### src/rtl/if_id_buffer_pkg.sv
// rtl/if_id_buffer_pkg.sv - shared constants for the IF/ID buffer and decode immediate-class check
//
// Purpose : state encoding of the IF/ID reassembly FSM and the instruction
//           class constants shared with the decode stage.
// Contents: S_OP / S_IMM state codes, IMM_CLASS_DEF, NOP_WORD_DEF,
//           has_imm() helper.
package if_id_buffer_pkg;

    // Reassembly FSM: S_OP expects an opcode word, S_IMM expects the
    // immediate word belonging to a pending opcode.
    localparam logic S_OP  = 1'b0;
    localparam logic S_IMM = 1'b1;

    // word[15:13] value marking an opcode followed by an immediate word.
    localparam logic [2:0]  IMM_CLASS_DEF = 3'b101;

    // Instruction presented to decode on a bubble or flush.
    localparam logic [15:0] NOP_WORD_DEF  = 16'h0000;

    function automatic logic has_imm(input logic [15:0] word,
                                     input logic [2:0]  imm_class);
        return word[15:13] == imm_class;
    endfunction

endpackage

### src/rtl/if_id_buffer_imm_class_detect.sv
// rtl/if_id_buffer_imm_class_detect.sv - combinational two-word instruction class detector
//
// Purpose : flags an opcode word whose class field says an immediate word
//           follows. Reused by the decode stage.
// Ports   : word_i    [15:0] candidate opcode word
//           has_imm_o        1 when word_i[15:13] == IMM_CLASS
module imm_class_detect
    import if_id_buffer_pkg::*;
#(
    parameter logic [2:0] IMM_CLASS = IMM_CLASS_DEF
) (
    input  logic [15:0] word_i,
    output logic        has_imm_o
);

    assign has_imm_o = has_imm(word_i, IMM_CLASS);

endmodule

### src/rtl/if_id_buffer.sv
// rtl/if_id_buffer.sv - IF/ID pipeline register with two-word instruction reassembly
//
// Purpose : registers the fetch word stream for decode, merging an opcode
//           word of class IMM_CLASS with the following immediate word into
//           one {instruction, immediate, pc} bundle. Honours stall and flush.
// Ports   : clk, rst (async active-low)
//           fetchWord[15:0], fetchPc[31:0], fetchValid  - fetch stream
//           stall, flush                                - hazard / redirect
//           idInstruction[15:0], idImmediate[15:0], idPc[31:0], idValid
//                                                       - bundle to decode
//           immPending  - waiting for the immediate word
//           issuedCount[31:0] - bundles emitted with idValid=1 (wraps)
module if_id_buffer
    import if_id_buffer_pkg::*;
#(
    parameter logic [2:0]  IMM_CLASS = IMM_CLASS_DEF,
    parameter logic [15:0] NOP_WORD  = NOP_WORD_DEF
) (
    input  logic        clk,
    input  logic        rst,
    input  logic [15:0] fetchWord,
    input  logic [31:0] fetchPc,
    input  logic        fetchValid,
    input  logic        stall,
    input  logic        flush,
    output logic [15:0] idInstruction,
    output logic [15:0] idImmediate,
    output logic [31:0] idPc,
    output logic        idValid,
    output logic        immPending,
    output logic [31:0] issuedCount
);

    logic        state_q, state_d;
    logic [15:0] pend_op_q, pend_op_d;
    logic [31:0] pend_pc_q, pend_pc_d;
    logic [15:0] id_instr_q, id_instr_d;
    logic [15:0] id_imm_q, id_imm_d;
    logic [31:0] id_pc_q, id_pc_d;
    logic        id_valid_q, id_valid_d;
    logic [31:0] issued_count_q, issued_count_d;

    logic        word_has_imm;

    imm_class_detect #(
        .IMM_CLASS (IMM_CLASS)
    ) u_imm_class_detect (
        .word_i    (fetchWord),
        .has_imm_o (word_has_imm)
    );

    always_comb begin
        state_d        = state_q;
        pend_op_d      = pend_op_q;
        pend_pc_d      = pend_pc_q;
        id_instr_d     = id_instr_q;
        id_imm_d       = id_imm_q;
        id_pc_d        = id_pc_q;
        id_valid_d     = id_valid_q;
        issued_count_d = issued_count_q;

        if (flush) begin
            // Kill everything in flight; idPc keeps the last issued PC.
            state_d    = S_OP;
            pend_op_d  = '0;
            pend_pc_d  = '0;
            id_valid_d = 1'b0;
            id_instr_d = NOP_WORD;
            id_imm_d   = '0;
        end else if (!stall) begin
            // Default for a non-stalled cycle is a bubble.
            id_valid_d = 1'b0;
            if (fetchValid) begin
                if (state_q == S_IMM) begin
                    // Word is the immediate regardless of its class bits.
                    id_instr_d     = pend_op_q;
                    id_imm_d       = fetchWord;
                    id_pc_d        = pend_pc_q;
                    id_valid_d     = 1'b1;
                    issued_count_d = issued_count_q + 32'd1;
                    state_d        = S_OP;
                end else if (word_has_imm) begin
                    pend_op_d = fetchWord;
                    pend_pc_d = fetchPc;
                    state_d   = S_IMM;
                end else begin
                    id_instr_d     = fetchWord;
                    id_imm_d       = '0;
                    id_pc_d        = fetchPc;
                    id_valid_d     = 1'b1;
                    issued_count_d = issued_count_q + 32'd1;
                end
            end
        end
    end

    always_ff @(posedge clk or negedge rst) begin
        if (!rst) begin
            state_q        <= S_OP;
            pend_op_q      <= '0;
            pend_pc_q      <= '0;
            id_instr_q     <= NOP_WORD;
            id_imm_q       <= '0;
            id_pc_q        <= '0;
            id_valid_q     <= 1'b0;
            issued_count_q <= '0;
        end else begin
            state_q        <= state_d;
            pend_op_q      <= pend_op_d;
            pend_pc_q      <= pend_pc_d;
            id_instr_q     <= id_instr_d;
            id_imm_q       <= id_imm_d;
            id_pc_q        <= id_pc_d;
            id_valid_q     <= id_valid_d;
            issued_count_q <= issued_count_d;
        end
    end

    assign idInstruction = id_instr_q;
    assign idImmediate   = id_imm_q;
    assign idPc          = id_pc_q;
    assign idValid       = id_valid_q;
    assign immPending    = (state_q == S_IMM);
    assign issuedCount   = issued_count_q;

endmodule

### config.mk
export PLATFORM = sky130hd
export DESIGN_NAME = if_id_buffer
export DESIGN_NICKNAME = d
export VERILOG_FILES = /design/src/rtl/if_id_buffer_pkg.sv /design/src/rtl/if_id_buffer_imm_class_detect.sv /design/src/rtl/if_id_buffer.sv
export SDC_FILE = /design/constraint.sdc
export NUM_CORES = 1
export LEC_CHECK = 0
export ABC_AREA = 0
export CAP_MARGIN = 20
export CORE_ASPECT_RATIO = 1.25
export CORE_UTILIZATION = 50
export CTS_BUF_LIST = sky130_fd_sc_hd__clkbuf_8
export DETAILED_ROUTE_END_ITERATION = 12
export PLACE_DENSITY = 0.91
export SYNTH_ARGS = -nofsm -noshare
export SYNTH_HDL_FRONTEND = slang
export SYNTH_HIERARCHICAL = 1
export SYNTH_SLANG_ARGS = --single-unit
### constraint.sdc
create_clock -name clk -period 3.58 [get_ports clk]
set_input_delay 0.716 -clock clk [delete_from_list [all_inputs] [get_ports clk]]
set_output_delay 0.716 -clock clk [all_outputs]
set_load 0.1 [all_outputs]
==> results of run 1 <==
## per-stage QoR
step | std cells | setup slack, ns | hold WS, ns
detailed placement | 922 | 0.547 | 0.463
global placement | 922 | 0.609 | 0.455
global route | 955 | 0.720 | 0.320
floorplan | 635 | 1.09 | 0.420
finish | 955 | 0.782 | 0.295
CTS | 954 | 0.757 | 0.300
## flip-flops by register name (all words and copies together), names as in the netlist
register,count
idImmediate,16
idInstruction,16
idPc,32
idValid,1
immPending,1
issuedCount,32
pend_op_q,16
pend_pc_q,32
## layout by cell type (no fill, tap or decap), types with 3 or more instances in the layout
master | netlist | routed
nor3_1 | 8 | 8
o21ai_0 | 49 | 49
nand2_1 | 193 | 193
inv_1 | 5 | 6
xor2_1 | 11 | 11
clkdlybuf4s50_1 | 0 | 145
clkinvlp_4 | 0 | 4
mux2i_1 | 48 | 48
clkbuf_8 | 0 | 20
inv_6 | 0 | 3
nor2_1 | 12 | 12
a21oi_1 | 49 | 49
nand4_1 | 13 | 13
xnor2_1 | 20 | 20
nand3_1 | 8 | 8
o31ai_1 | 16 | 16
dfrtp_1 | 146 | 145
buf_4 | 0 | 17
## final cells by class
| cell class | instances | area share [%] |
|---|---|---|
| timing repair buffer | 164 | 19.1 |
| clock buffer | 20 | 3.30 |
| multi-input combinational | 444 | 29.4 |
| tap | 164 | 2.46 |
| sequential | 146 | 43.9 |
| clock inverter | 12 | 1.56 |
| inverter | 5 | 0.225 |
## metal layers
layer / vias to the layer above / routed length (µm)
met5: - / 0
met4: 0 / 564
met3: 44 / 702
met2: 182 / 8020
met1: 2493 / 6310
li1: 2410 / -
## final timing paths
path	end
worst max register to register	issuedCount[22]$_DFFE_PN0P_
worst min-delay path	pend_pc_q[14]$_DFFE_PN0P_
min in group clk	issuedCount[31]$_DFFE_PN0P_
max in group asynchronous	idPc[31]$_DFFE_PN0P_
worst max-delay path	issuedCount[9]
worst min register to register	issuedCount[31]$_DFFE_PN0P_
## where the power goes
group / leakage [nW] / switching, mW / internal [mW]
Clock: 0.199 / 0.625 / 0.677
Sequential: 1.95 / 0.0883 / 1.76
Combinational: 1.30 / 1.01 / 0.299
## cell families (layout without fill, tap and decap cells)
| group | after synthesis | count (layout) | synth area share (%) |
|---|---|---|---|
| AND/OR/NAND/NOR | 250 | 250 | 16.9 |
| AO/OA/AOI/OAI | 114 | 114 | 9.73 |
| adder cells (fa/ha/maj) | 1 | 1 | 0.199 |
| flip-flops | 146 | 146 | 58.2 |
| XOR/XNOR | 31 | 31 | 4.33 |
| multiplexers | 48 | 48 | 7.66 |
| buffers and inverters | 45 | 201 | 2.91 |
==> metrics.yaml, run 1 <==
status: "finished clean"
grt_max_degree: 75
track_usage_pct: 25.7
syn_inst: 635
cts_root_buf: "clkbuf_8"
reg2reg_depth: 5
multi_input_area_um2: 2450
vias_per_cell: 5.37
drt_iter0_drc: 274
firstDrtPassIters: 4
antenna_found_initial: 0
yosysTopAreaCell: "dfrtp_1"
post-route-period-util_pct: 78.2
vdd_drop_max_mv: 0.257
rsz0062_at_grt: "false"
synth_cell_types: 30
yosys-top-cells-area: "dfrtp_1, nand2_1, mux2i_1"
cp_max_fo: 5
drv_slew: 0
core-area_um2: 12200
num_io_pins: 151
fin_crit_ns: 2.80
fillerInstances: 921
start_util_pct: 51.6
io_buffer_count: 150
slowest_stage: "clkdlybuf4s50_1"
async_reset_ff_share_pct: 100
worstSetupPathType: "flip-flop to output port"
synth-edff-count: 0
drive_above_1_share_pct: 7.71
crit_required_ns: 2.86
row_count: 45
use_met3_pct: 5.31
cap_violations: 0
die_width_um: 102
leakage_nw: 3.45
register_area_um2: 3650
syn_nets: 689
syn_area_um2: 6270
crit_cells: 1
fin_skew_ns: 0.00948
ff2ff_setup_slack_ns: 1.32
grt_overflow: 0
die_y_um: 127
hp-class: "primary input to asynchronous set/reset pin"
syn_to_final_growth_pct: 32.8
crit_arrival_ns: 2.08
post_drt_wl_per_cell_um: 16.3
cts_resized: 0
die_area_um2: 13000
htreeDepth: 4
num-nets-final: 832
yosysMostFrequentCell: "nand2_1"
wirelength_um: 15600
num_antenna_cells: 0
remaining_drc_errors: 0
synth_ff_type: "dfrtp_1"
met2_usage_pct: 43.7
clkLatencyLatePin_ns: 0.43
grt_pass1_vias: 5396
grt_pass1_wl_um: 25800
dr_total_vias: 5129
p_total_mw: 4.46
path_cells: "clkdlybuf4s50_1"
startpoint: "issuedCount[9]$_DFFE_PN0P_"
post_dp_cell_area_um2: 7920
avgSynthCellArea_um2: 9.88
cts_tree: "done"
start_kind: "flip-flop"
ant_nets: 0
routabilityCongestion: 0.814
synth_commonest_cells: "nand2_1, dfrtp_1, a21oi_1, o21ai_0, mux2i_1"
design_area_um2: 8330
yosysSeqAreaShare_pct: 58.2
utilization_pct: 68.5
cp_top_family: "buffers and inverters"
cpPeakStageDelay_ns: 1.18
numCtsBuffers: 17
p_per_area_nw_per_um2: 535
synth_top_area_share_pct: 58.2
gr-max-usage-layer: "met2"
endpoint_kind: "output port"
global_route.usage.met1_pct: 30.6
yosys_warnings: 6
setup_viol: 0
dp_hpwl_um: 11000
max_freq_mhz: 357
tightest_slew_ns: 1.00
post_cts_buffers: 0
cts_buffer_depth: 2
tns_ns: 0
max-slew-margin-rel_pct: 33.0
synth.ff_latch_count: 146
cp_num_buf_inv: 1
clkTransAtPathRegs_ns: 0.08
cts-hold-fix-buffers: 0
hold_violations: 0
reg2reg_from: "immPending$_DFFE_PN0P_"
cts_sinks: 146
Power figures use the tool's default switching activity.
==> inputs of run 2 (changes only) <==
- clock period: 3.58 -> 2.9 ns (I/O delays scaled with it)
==> metrics.yaml, run 2 (synthesis results as in run 1) <==
fin_crit_ns: 2.32
clockPowerShare_pct: 31.1
grt_overflow: 0
crit_arrival_ns: 2.63
dp_hpwl_um: 10700
design_area_um2: 8190
cts_resized: 0
start_kind: "primary input"
cts_buffer_depth: 2
crit_required_ns: 3.21
cts_root_buf: "clkbuf_8"
cts_sinks: 146
num-nets-final: 835
clkLatencyLatePin_ns: 0.43
cpPeakStageDelay_ns: 0.57
p_int_mw: 3.45
io_buffer_count: 150
num_io_pins: 151
cts-hold-fix-buffers: 0
utilization_pct: 67.4
setup_viol: 0
status: "finished clean"
final_cell_mix: "nand2_1, dfrtp_1, buf_4"
placedCellCount: 926
track_usage_pct: 24.9
max-slew-margin-rel_pct: 51.3
clkTransAtPathRegs_ns: 0.09
endpoint_kind: "flip-flop"
path_cells: "clkdlybuf4s50_1 -> and3b_1 -> nor2b_1 -> or3_2 -> nor3_2 -> nand4_1 -> xnor2_1"
die_y_um: 127
drt_iter0_drc: 210
remaining_drc_errors: 0
antenna_found_initial: 0
syn_to_final_growth_pct: 30.6
grt_pass1_wl_um: 24900
post_cts_buffers: 0
htreeDepth: 4
tightest_slew_ns: 0.731
start_util_pct: 51.6
max_freq_mhz: 431
cp_max_fo: 11
post_drt_wl_per_cell_um: 16.0
seq_power_share_pct: 40.7
hold_violations: 0
core-area_um2: 12200
cts_tree: "done"
drv_slew: 0
switching_share_pct: 38.6
post_dp_cell_area_um2: 7750
preCtsSetupSlack_ns: 0.133
p_total_mw: 5.62
grt_pass1_vias: 5198
dr_total_vias: 5182
num_antenna_cells: 0
firstDrtPassIters: 5
fin_cells: 958
die_width_um: 102
hp-class: "primary input to asynchronous set/reset pin"
leakage_nw: 3.64
routabilityCongestion: 0.819
p_per_area_nw_per_um2: 686
wirelength_um: 15300
fin_ws_ns: 0.580
slowest_stage: "or3_2"
reg2reg_depth: 6
switchingPower_mw: 2.17
die_area_um2: 13000
grt_max_degree: 69
drive_above_1_share_pct: 20.2
tns_ns: 0
ff2ff_setup_slack_ns: 0.83
startpoint: "fetchWord[15]"
ant_nets: 0
row_count: 45
final_common_cell: "nand2_1"
vias_per_cell: 5.41
holdWs_ns: 0.128
vdd_drop_max_mv: 0.365
post-route-period-util_pct: 80.0
cap_violations: 0
reg2reg_from: "issuedCount[0]$_DFFE_PN0P_"
power_frac_comb_pct: 28.2
r2r_end: "issuedCount[16]$_DFFE_PN0P_"
worstSetupPathType: "primary input to flip-flop"
rsz0062_at_grt: "false"
numCtsBuffers: 17
fin_skew_ns: 0.0160
[run 2: worst max path at each step]
stage                                        to  slack, ns  cells past startpoint
floorplan           issuedCount[26]$_DFFE_PN0P_       0.41                      6
global placement    issuedCount[20]$_DFFE_PN0P_       0.20                      7
detailed placement  issuedCount[20]$_DFFE_PN0P_       0.13                      7
CTS                 issuedCount[20]$_DFFE_PN0P_       0.60                      7
global route        issuedCount[20]$_DFFE_PN0P_       0.52                      7
finish              issuedCount[20]$_DFFE_PN0P_       0.58                      7
[run 2: routing by layer]
metal | share of wire (%) | global-route usage (%) | wire, µm | vias to the layer above
li1 | - | - | - | 2416
met1 | 40 | 30.2 | 6070 | 2568
met2 | 54 | 42.2 | 8230 | 169
met3 | 4.5 | 5.69 | 691 | 29
met4 | 2.2 | 10.6 | 340 | 0
met5 | 0 | 0 | 0 | -
[run 2: critical path, delay by kind of cell]
family,cells,cell delay (ns)
xor+xnor,1,0.17
simple gates,5,1.40
buf+inv,1,0.47
[run 2: cell type report]
class	instances	area, µm²
fill	919	3970
sequential	146	3650
multi-input combinational	444	2450
timing repair buffer	167	1420
clock buffer	17	234
clock inverter	15	208
tap	164	205
inverter	5	18.8
[run 2: power by group through the flow]
| stage | logic, mW | registers, mW | clock network [mW] |
|---|---|---|---|
| global placement | 1.56 | 2.32 | 0 |
| CTS | 1.59 | 2.29 | 1.78 |
| detailed placement | 1.59 | 2.33 | 0 |
| floorplan | 0.195 | 3.26 | 0 |
| finish | 1.58 | 2.29 | 1.75 |
| global route | 1.65 | 2.30 | 1.87 |
